<file path="config.mk">
export PLATFORM = sky130hd
export DESIGN_NAME = mem_access_unit
export DESIGN_NICKNAME = d
export VERILOG_FILES = /design/src/rtl/mem_access_unit.sv
export SDC_FILE = /design/constraint.sdc
export NUM_CORES = 1
export LEC_CHECK = 0
export CORE_MARGIN = 2
export CORE_UTILIZATION = 39
export CTS_CLUSTER_SIZE = 28
export DETAILED_ROUTE_END_ITERATION = 7
export PLACE_DENSITY = 0.77
export SLEW_MARGIN = 30
export SYNTH_ARGS = -nofsm -noshare
export SYNTH_HDL_FRONTEND = slang
export SYNTH_SLANG_ARGS = --single-unit
</file>
<file path="constraint.sdc">
create_clock -name clock_in -period 5.1 [get_ports clock_in]
set_input_delay 1.02 -clock clock_in [delete_from_list [all_inputs] [get_ports clock_in]]
set_output_delay 1.02 -clock clock_in [all_outputs]
set_load 0.02 [all_outputs]
</file>
<file path="src/rtl/mem_access_unit.sv">
// mem_access_unit: sequences one pipeline load/store at a time onto a word-addressed
// data_memory, range-checks the address and keeps saturating access statistics.
module mem_access_unit #(
    parameter int DEPTH = 13,
    parameter int CNT_W = 16
) (
    input  logic             clock_in,
    input  logic             reset,
    input  logic             req_valid,
    output logic             req_ready,
    input  logic             req_write,
    input  logic [31:0]      req_addr,
    input  logic [31:0]      req_wdata,
    input  logic [4:0]       req_tag,
    output logic             resp_valid,
    input  logic             resp_ready,
    output logic [31:0]      resp_data,
    output logic [4:0]       resp_tag,
    output logic             resp_write,
    output logic             resp_err,
    output logic             memRead,
    output logic             memWrite,
    output logic [31:0]      address,
    output logic [31:0]      writeData,
    input  logic [31:0]      readData,
    output logic [CNT_W-1:0] load_count,
    output logic [CNT_W-1:0] store_count,
    output logic [CNT_W-1:0] err_count
);

    typedef enum logic [1:0] {IDLE, ACCESS, RESP} state_t;

    state_t             state_q, state_d;
    logic               write_q, write_d;
    logic [4:0]         tag_q, tag_d;
    logic               err_q, err_d;
    logic [31:0]        rdata_q, rdata_d;
    logic [31:0]        addr_q, addr_d;
    logic [31:0]        wdata_q, wdata_d;
    logic               mem_read_q, mem_read_d;
    logic               mem_write_q, mem_write_d;
    logic [CNT_W-1:0]   load_count_q, load_count_d;
    logic [CNT_W-1:0]   store_count_q, store_count_d;
    logic [CNT_W-1:0]   err_count_q, err_count_d;
    logic               in_range;

    function automatic logic [CNT_W-1:0] sat_inc(input logic [CNT_W-1:0] v);
        return (v == '1) ? v : v + 1'b1;
    endfunction

    assign in_range = (req_addr < 32'(DEPTH));

    // NOTE: every _d gets its default first, so no path through the case can infer a latch.
    always_comb begin
        state_d       = state_q;
        write_d       = write_q;
        tag_d         = tag_q;
        err_d         = err_q;
        rdata_d       = rdata_q;
        addr_d        = addr_q;
        wdata_d       = wdata_q;
        mem_read_d    = 1'b0;
        mem_write_d   = 1'b0;
        load_count_d  = load_count_q;
        store_count_d = store_count_q;
        err_count_d   = err_count_q;
        case (state_q)
            IDLE: begin
                if (req_valid) begin
                    write_d = req_write;
                    tag_d   = req_tag;
                    rdata_d = '0;
                    if (in_range) begin
                        // Memory-side address/data only move for accesses that really happen.
                        state_d     = ACCESS;
                        err_d       = 1'b0;
                        addr_d      = req_addr;
                        wdata_d     = req_wdata;
                        mem_read_d  = ~req_write;
                        mem_write_d = req_write;
                    end else begin
                        state_d = RESP;
                        err_d   = 1'b1;
                    end
                end
            end
            ACCESS: begin
                state_d = RESP;
                rdata_d = write_q ? '0 : readData;
            end
            RESP: begin
                if (resp_ready) begin
                    state_d = IDLE;
                    if (err_q)        err_count_d   = sat_inc(err_count_q);
                    else if (write_q) store_count_d = sat_inc(store_count_q);
                    else              load_count_d  = sat_inc(load_count_q);
                end
            end
            default: state_d = IDLE;
        endcase
    end

    // NOTE: state flops use non-blocking assignments so every flop samples pre-edge values.
    always_ff @(posedge clock_in or posedge reset) begin
        if (reset) begin
            state_q       <= IDLE;
            write_q       <= 1'b0;
            tag_q         <= '0;
            err_q         <= 1'b0;
            rdata_q       <= '0;
            addr_q        <= '0;
            wdata_q       <= '0;
            mem_read_q    <= 1'b0;
            mem_write_q   <= 1'b0;
            load_count_q  <= '0;
            store_count_q <= '0;
            err_count_q   <= '0;
        end else begin
            state_q       <= state_d;
            write_q       <= write_d;
            tag_q         <= tag_d;
            err_q         <= err_d;
            rdata_q       <= rdata_d;
            addr_q        <= addr_d;
            wdata_q       <= wdata_d;
            mem_read_q    <= mem_read_d;
            mem_write_q   <= mem_write_d;
            load_count_q  <= load_count_d;
            store_count_q <= store_count_d;
            err_count_q   <= err_count_d;
        end
    end

    assign req_ready   = (state_q == IDLE);
    assign resp_valid  = (state_q == RESP);
    assign resp_data   = rdata_q;
    assign resp_tag    = tag_q;
    assign resp_write  = write_q;
    assign resp_err    = err_q;
    assign memRead     = mem_read_q;
    assign memWrite    = mem_write_q;
    assign address     = addr_q;
    assign writeData   = wdata_q;
    assign load_count  = load_count_q;
    assign store_count = store_count_q;
    assign err_count   = err_count_q;

endmodule

</file>
# Yosys cells after proc, flatten, opt, wreduce, memory -nomap -nowiden
# Index checks and enable logic that the tools add are counted.
# W data, S select, Z words.
# word_totals
regBits,155
output_inout_bits,155
input_bits,106
elab_cells,52
# op_classes
n_mux,14
n_reduce_logical,9
n_bitwise,6
add_sub_neg,3
magnitude_cmp,1
eq_ne,7
# ops
op,n
$mux W32,2
$pmux W32 S2,1
$add A16 B1 Y16 const B,3
$eq A16 B16 Y1 const B,3
$lt A32 B4 Y1 const B,1
$reduce_and A5 Y1,2
$mux W1,7
$mux W2,3
$not A1 Y1,6
$pmux W2 S3,1
$reduce_and A2 Y1,3
$reduce_and A4 Y1,1
$reduce_and A3 Y1,1
$eq A2 B1 Y1 const B,1
$eq A2 B2 Y1 const B,1
$logic_not A2 Y1,1
$ne A2 B1 Y1 const B,1
$ne A2 B2 Y1 const B,1
$reduce_bool A2 Y1,1

# Logic depth before layout (Yosys ltp)
# logic_depth
ltp_word,4
depth_mapped,6

# Worst setup path before layout
# Ideal clock, no wire load.
# synth_path
path_kind,input to register
start,in req_addr[17]
end,"reg addr_q[11], in the netlist address[11]"
path_stages,6
arrival_time_ns,2.289
setup_time_ns,0.132
setup_slack_ns,2.679
cell_sequence,nor4_1 > nand4_1 > nor3_1 > buf_2 > clkbuf_1 > nor2b_1
# synth_between
elab_chain_len,2
# synth_rtl
element,line_no,source
"start, declared",12,"input logic [31:0] req_addr,"
$lt A32 B4 Y1,51,assign in_range = (req_addr < 32'(DEPTH));
$reduce_and A3 Y1 (no source line),n/a,
"end signal, assigned",124,addr_q <= addr_d;
"end, declared",38,"logic [31:0] addr_q, addr_d;"
# No other way between the ends.
# A chain may end at the register's enable or synchronous reset.

# Worst setup path in the final report
# layout_path
start,in req_addr[17]
end,"reg wdata_q[31], in the netlist writeData[31]"
# layout_between
elab_chain_len,2
# layout_rtl
element,line_no,source
$lt A32 B4 Y1,51,
$reduce_and A3 Y1 (no source line),n/a,
"end signal, assigned",125,wdata_q <= wdata_d;
"end, declared",39,"logic [31:0] wdata_q, wdata_d;"
# No other way between the ends.

==> flow_summary.rst <==
.. list-table::
   :header-rows: 1

   * - Metric
     - Value
   * - Die Span Y
     - 130 um
   * - GPL Wtd Cong
     - approximately 0.84
   * - Post-route DRC
     - 0
   * - Starting density of the core
     - 0.403
   * - Level count of the clock H-tree
     - 4
   * - Worst stage delay on the critical path
     - roughly 530 ps
   * - Fill cell instance count of the final layout
     - 1,205
   * - Hold WC Path Type
     - flip-flop to flip-flop
   * - End of the worst register-to-register path
     - writeData[31]
   * - Yosys reg bits
     - roughly 160
   * - Cell type with the highest aggregate area in the netlist
     - sky130_fd_sc_hd__dfrtp_1
   * - Yosys warning count
     - 0
   * - Number of buffers added for setup after CTS
     - 0
   * - RSZ-0062 raised after global routing
     - false
   * - CP startpoint kind
     - input pin
   * - Die outline area
     - approximately 0.017 mm2
   * - Pin count of the biggest net entering global routing
     - 156
   * - Filler-free cell count of the finished design
     - between 900 and 1,000
   * - Run status
     - complete, no violations
   * - Tcrit/Tclk final
     - 0.576
   * - GRT Residual Overflow
     - 0
   * - Synth top area cells
     - sky130_fd_sc_hd__dfrtp_1 (63%), sky130_fd_sc_hd__mux2_2 (8.0%), sky130_fd_sc_hd__a22o_1 (4.5%)
   * - Arrival time reported for the critical path endpoint
     - roughly 3200 ps
   * - Number of buffers created by CTS
     - 17
   * - Setup slack, reg-to-reg
     - 2790 ps
   * - Number of synthesized flops with an enable pin
     - 0
   * - Number of placed I/O pins
     - about 260
   * - Antenna violations before repair
     - 0
   * - Static leakage
     - 4.34 nW
   * - Ratio of cells with drive above 1 in the final layout
     - 0.113
   * - Proportion of synthesized flip-flops having asynchronous set or reset
     - 1.00
   * - Area of the core
     - 0.0153 mm2
   * - Post-route cell area
     - 0.00966 mm2
   * - Initial DRC count
     - 234
   * - Clock sink count
     - 155
   * - Net count after synthesis
     - 582
   * - Number of placed cells counting well taps
     - 932
   * - Global-route wire length before repair
     - 26.8 mm
   * - Min-Delay Endpoint
     - address[9]
   * - Slew at the pin with the worst max-slew slack
     - approximately 860 ps
   * - Reg clk slew, reported paths
     - 60 ps
   * - Design Power
     - 3.04 mW
   * - Setup-violating endpoint count in the final report
     - 0
   * - Maximum net fanout on the critical path
     - 61
   * - Max-capacitance violation count
     - 0
   * - Max-slew headroom
     - 0.430
   * - P&R area growth vs syn
     - 56.5%
   * - Buffers added on ports
     - 260
   * - Final routed wirelength across all metal layers
     - 16.9 mm
   * - Via count
     - 4,850
   * - Final net count
     - 849
   * - PwrDens
     - 315 mW/mm2
   * - Final Hold Fails
     - 0
   * - Crit path time final
     - 2940 ps
   * - Cell at the slowest stage of the critical path
     - sky130_fd_sc_hd__nor3_2
   * - Worst R2R Start
     - state_q[1]
   * - Most frequent cell after synthesis
     - sky130_fd_sc_hd__dfrtp_1
   * - Cell depth of the worst min-delay path
     - 1
   * - Worst setup path category
     - input pin to flip-flop
   * - # diodes
     - 0
   * - Maximum clock insertion buffer count
     - 2
   * - Hold path startpoint
     - address[9]
   * - Overall track demand over capacity in global routing
     - 0.207
   * - Endpoint type of the worst setup path
     - flip-flop
   * - Latest clock arrival within the worst-skew pair
     - 420 ps
   * - Root Buffer
     - sky130_fd_sc_hd__clkbuf_16
   * - Num rows
     - 45
   * - Most common flop cell mapped by yosys
     - sky130_fd_sc_hd__dfrtp_1
   * - Hold_buf cts
     - 0
   * - Post-synthesis sequential area ratio
     - 0.629
   * - Count of final max-slew check failures
     - 0
   * - Achievable frequency
     - between 300 and 400 MHz
   * - TritonCTS clock tree
     - built
   * - First-pass iteration count of the detailed router
     - 4
   * - Detailed-route wire length per cell
     - about 18 um
   * - Via count of the first global-routing pass
     - 4,932
   * - Die Wd
     - around 130 um
   * - Area after detailed placement
     - 0.00904 mm2
   * - Cells along the critical path
     - clkdlybuf4s50_1, nor4_1, nand4_1, nor3_2, buf_12, mux2_2
   * - Syn avg cell area
     - 13.0 um2
   * - DP Wirelength
     - 12.6 mm
   * - Number of distinct library cells after synthesis
     - 38
   * - Average via count per standard cell
     - approximately 5
   * - Post_cts resized
     - 0
   * - Worst Skew
     - 6.21 ps
   * - Area fraction of the dominant cell type after synthesis
     - 0.629
   * - Synth top cells by count
     - sky130_fd_sc_hd__dfrtp_1 (155), sky130_fd_sc_hd__mux2_2 (44), sky130_fd_sc_hd__a22o_1 (32)
   * - Worst vdd ir
     - 0.000199 V
   * - Post-synthesis instance total
     - 473
   * - Remaining number of nets flagged by the antenna check after routing
     - 0
   * - Worst reg-to-reg path cell count
     - 5
   * - Required time of the critical path
     - 5400 ps
   * - Total negative slack for setup checks
     - 0 ps
   * - Post-synth design cell area
     - 0.00617 mm2
[per-stage QoR]
stage,setup slack [ps],utilization,hold slack [ps]
after global routing,1980,0.630,514
after CTS,2150,0.630,496
after global placement,1840,0.590,484
final,2160,0.630,494
after floorplan,2120,-,595
after detailed placement,1690,0.591,486
[power by group]
group / leakage, nW / total (mW) / switching, mW / internal, mW
Combinational: 1.94 / 0.397 / 0.189 / 0.208
Sequential: 2.10 / 1.35 / 0.0693 / 1.28
Clock: 0.294 / 1.29 / 0.507 / 0.786
[registers in the layout, indices dropped and copies added (netlist names)]
register and flops:
address 32, resp_data 32, writeData 32, err_count 16
load_count 16, store_count 16, resp_tag 5, state_q 2
memRead 1, memWrite 1, resp_err 1, resp_write 1
[critical path: cells and delay by family]
| kind | cells | cell delay (ps) |
|---|---|---|
| and+or+nand+nor | 3 | 1060 |
| buffers and inverters | 2 | 760 |
| muxes | 1 | 380 |
[placed cells by master, fill, tap and decap left out, types with 4 or more instances in the layout]
master / netlist / layout
sky130_fd_sc_hd__nand4_1: 17 / 17
sky130_fd_sc_hd__nor2b_1: 30 / 30
sky130_fd_sc_hd__xnor2_1: 5 / 5
sky130_fd_sc_hd__clkbuf_16: 0 / 17
sky130_fd_sc_hd__dfrtp_1: 155 / 155
sky130_fd_sc_hd__nand3_1: 9 / 9
sky130_fd_sc_hd__a22o_1: 32 / 32
sky130_fd_sc_hd__nor3_1: 18 / 17
sky130_fd_sc_hd__clkdlybuf4s50_1: 0 / 260
sky130_fd_sc_hd__mux2_2: 44 / 44
sky130_fd_sc_hd__a21oi_1: 6 / 6
sky130_fd_sc_hd__o21ai_0: 5 / 5
sky130_fd_sc_hd__xor2_1: 30 / 30
sky130_fd_sc_hd__nand2_1: 18 / 18
sky130_fd_sc_hd__and2_1: 4 / 4
sky130_fd_sc_hd__a31oi_1: 8 / 8
sky130_fd_sc_hd__nor4b_1: 4 / 4
sky130_fd_sc_hd__clkinv_4: 0 / 5
sky130_fd_sc_hd__nor2_1: 12 / 12
sky130_fd_sc_hd__nor4_1: 23 / 23
sky130_fd_sc_hd__inv_1: 7 / 6
[cell families (layout without fill, tap and decap cells)]
kind of cell               Yosys count  after routing  share of synthesized area
adders and majority gates            3              3                    0.00608
muxes                               44             44                     0.0803
buffers and inverters               23            303                     0.0152
xor gates and xnor gates            35             35                     0.0497
AOI/OAI and AO/OA                   60             60                     0.0740
DFF                                155            155                      0.629
and+or+nand+nor                    153            153                      0.146
[how the worst max path moves through the flow]
stage	start	end	slack (ps)	depth (start not counted)
2_1_floorplan	reset	address[0]	2120	1
3_3_place_gp	req_addr[21]	writeData[31]	1840	6
3_5_place_dp	req_addr[17]	writeData[19]	1690	6
4_1_cts	req_addr[17]	writeData[19]	2150	6
5_1_grt	req_addr[7]	writeData[31]	1980	6
6_report	req_addr[17]	writeData[31]	2160	6
[layer usage]
metal	share of wire	vias up	GRT usage	wire length [um]
met5	0	-	0	0
met4	0.021	0	0.0835	361
met3	0.075	25	0.0652	1270
met2	0.51	187	0.340	8680
met1	0.39	2371	0.255	6600
li1	-	2267	-	-
[final cells by class]
type,count,area (um2),share of cell area
Clock buffer,19,443,0.0459
Sequential cell,155,3880,0.402
Tap cell,211,264,0.0273
Clock inverter,13,168,0.0174
Multi-Input combinational cell,295,2220,0.230
Timing Repair Buffer,263,2650,0.274
Inverter,8,33.8,0.00350
Note: power is estimated with default switching activity, not from simulation.
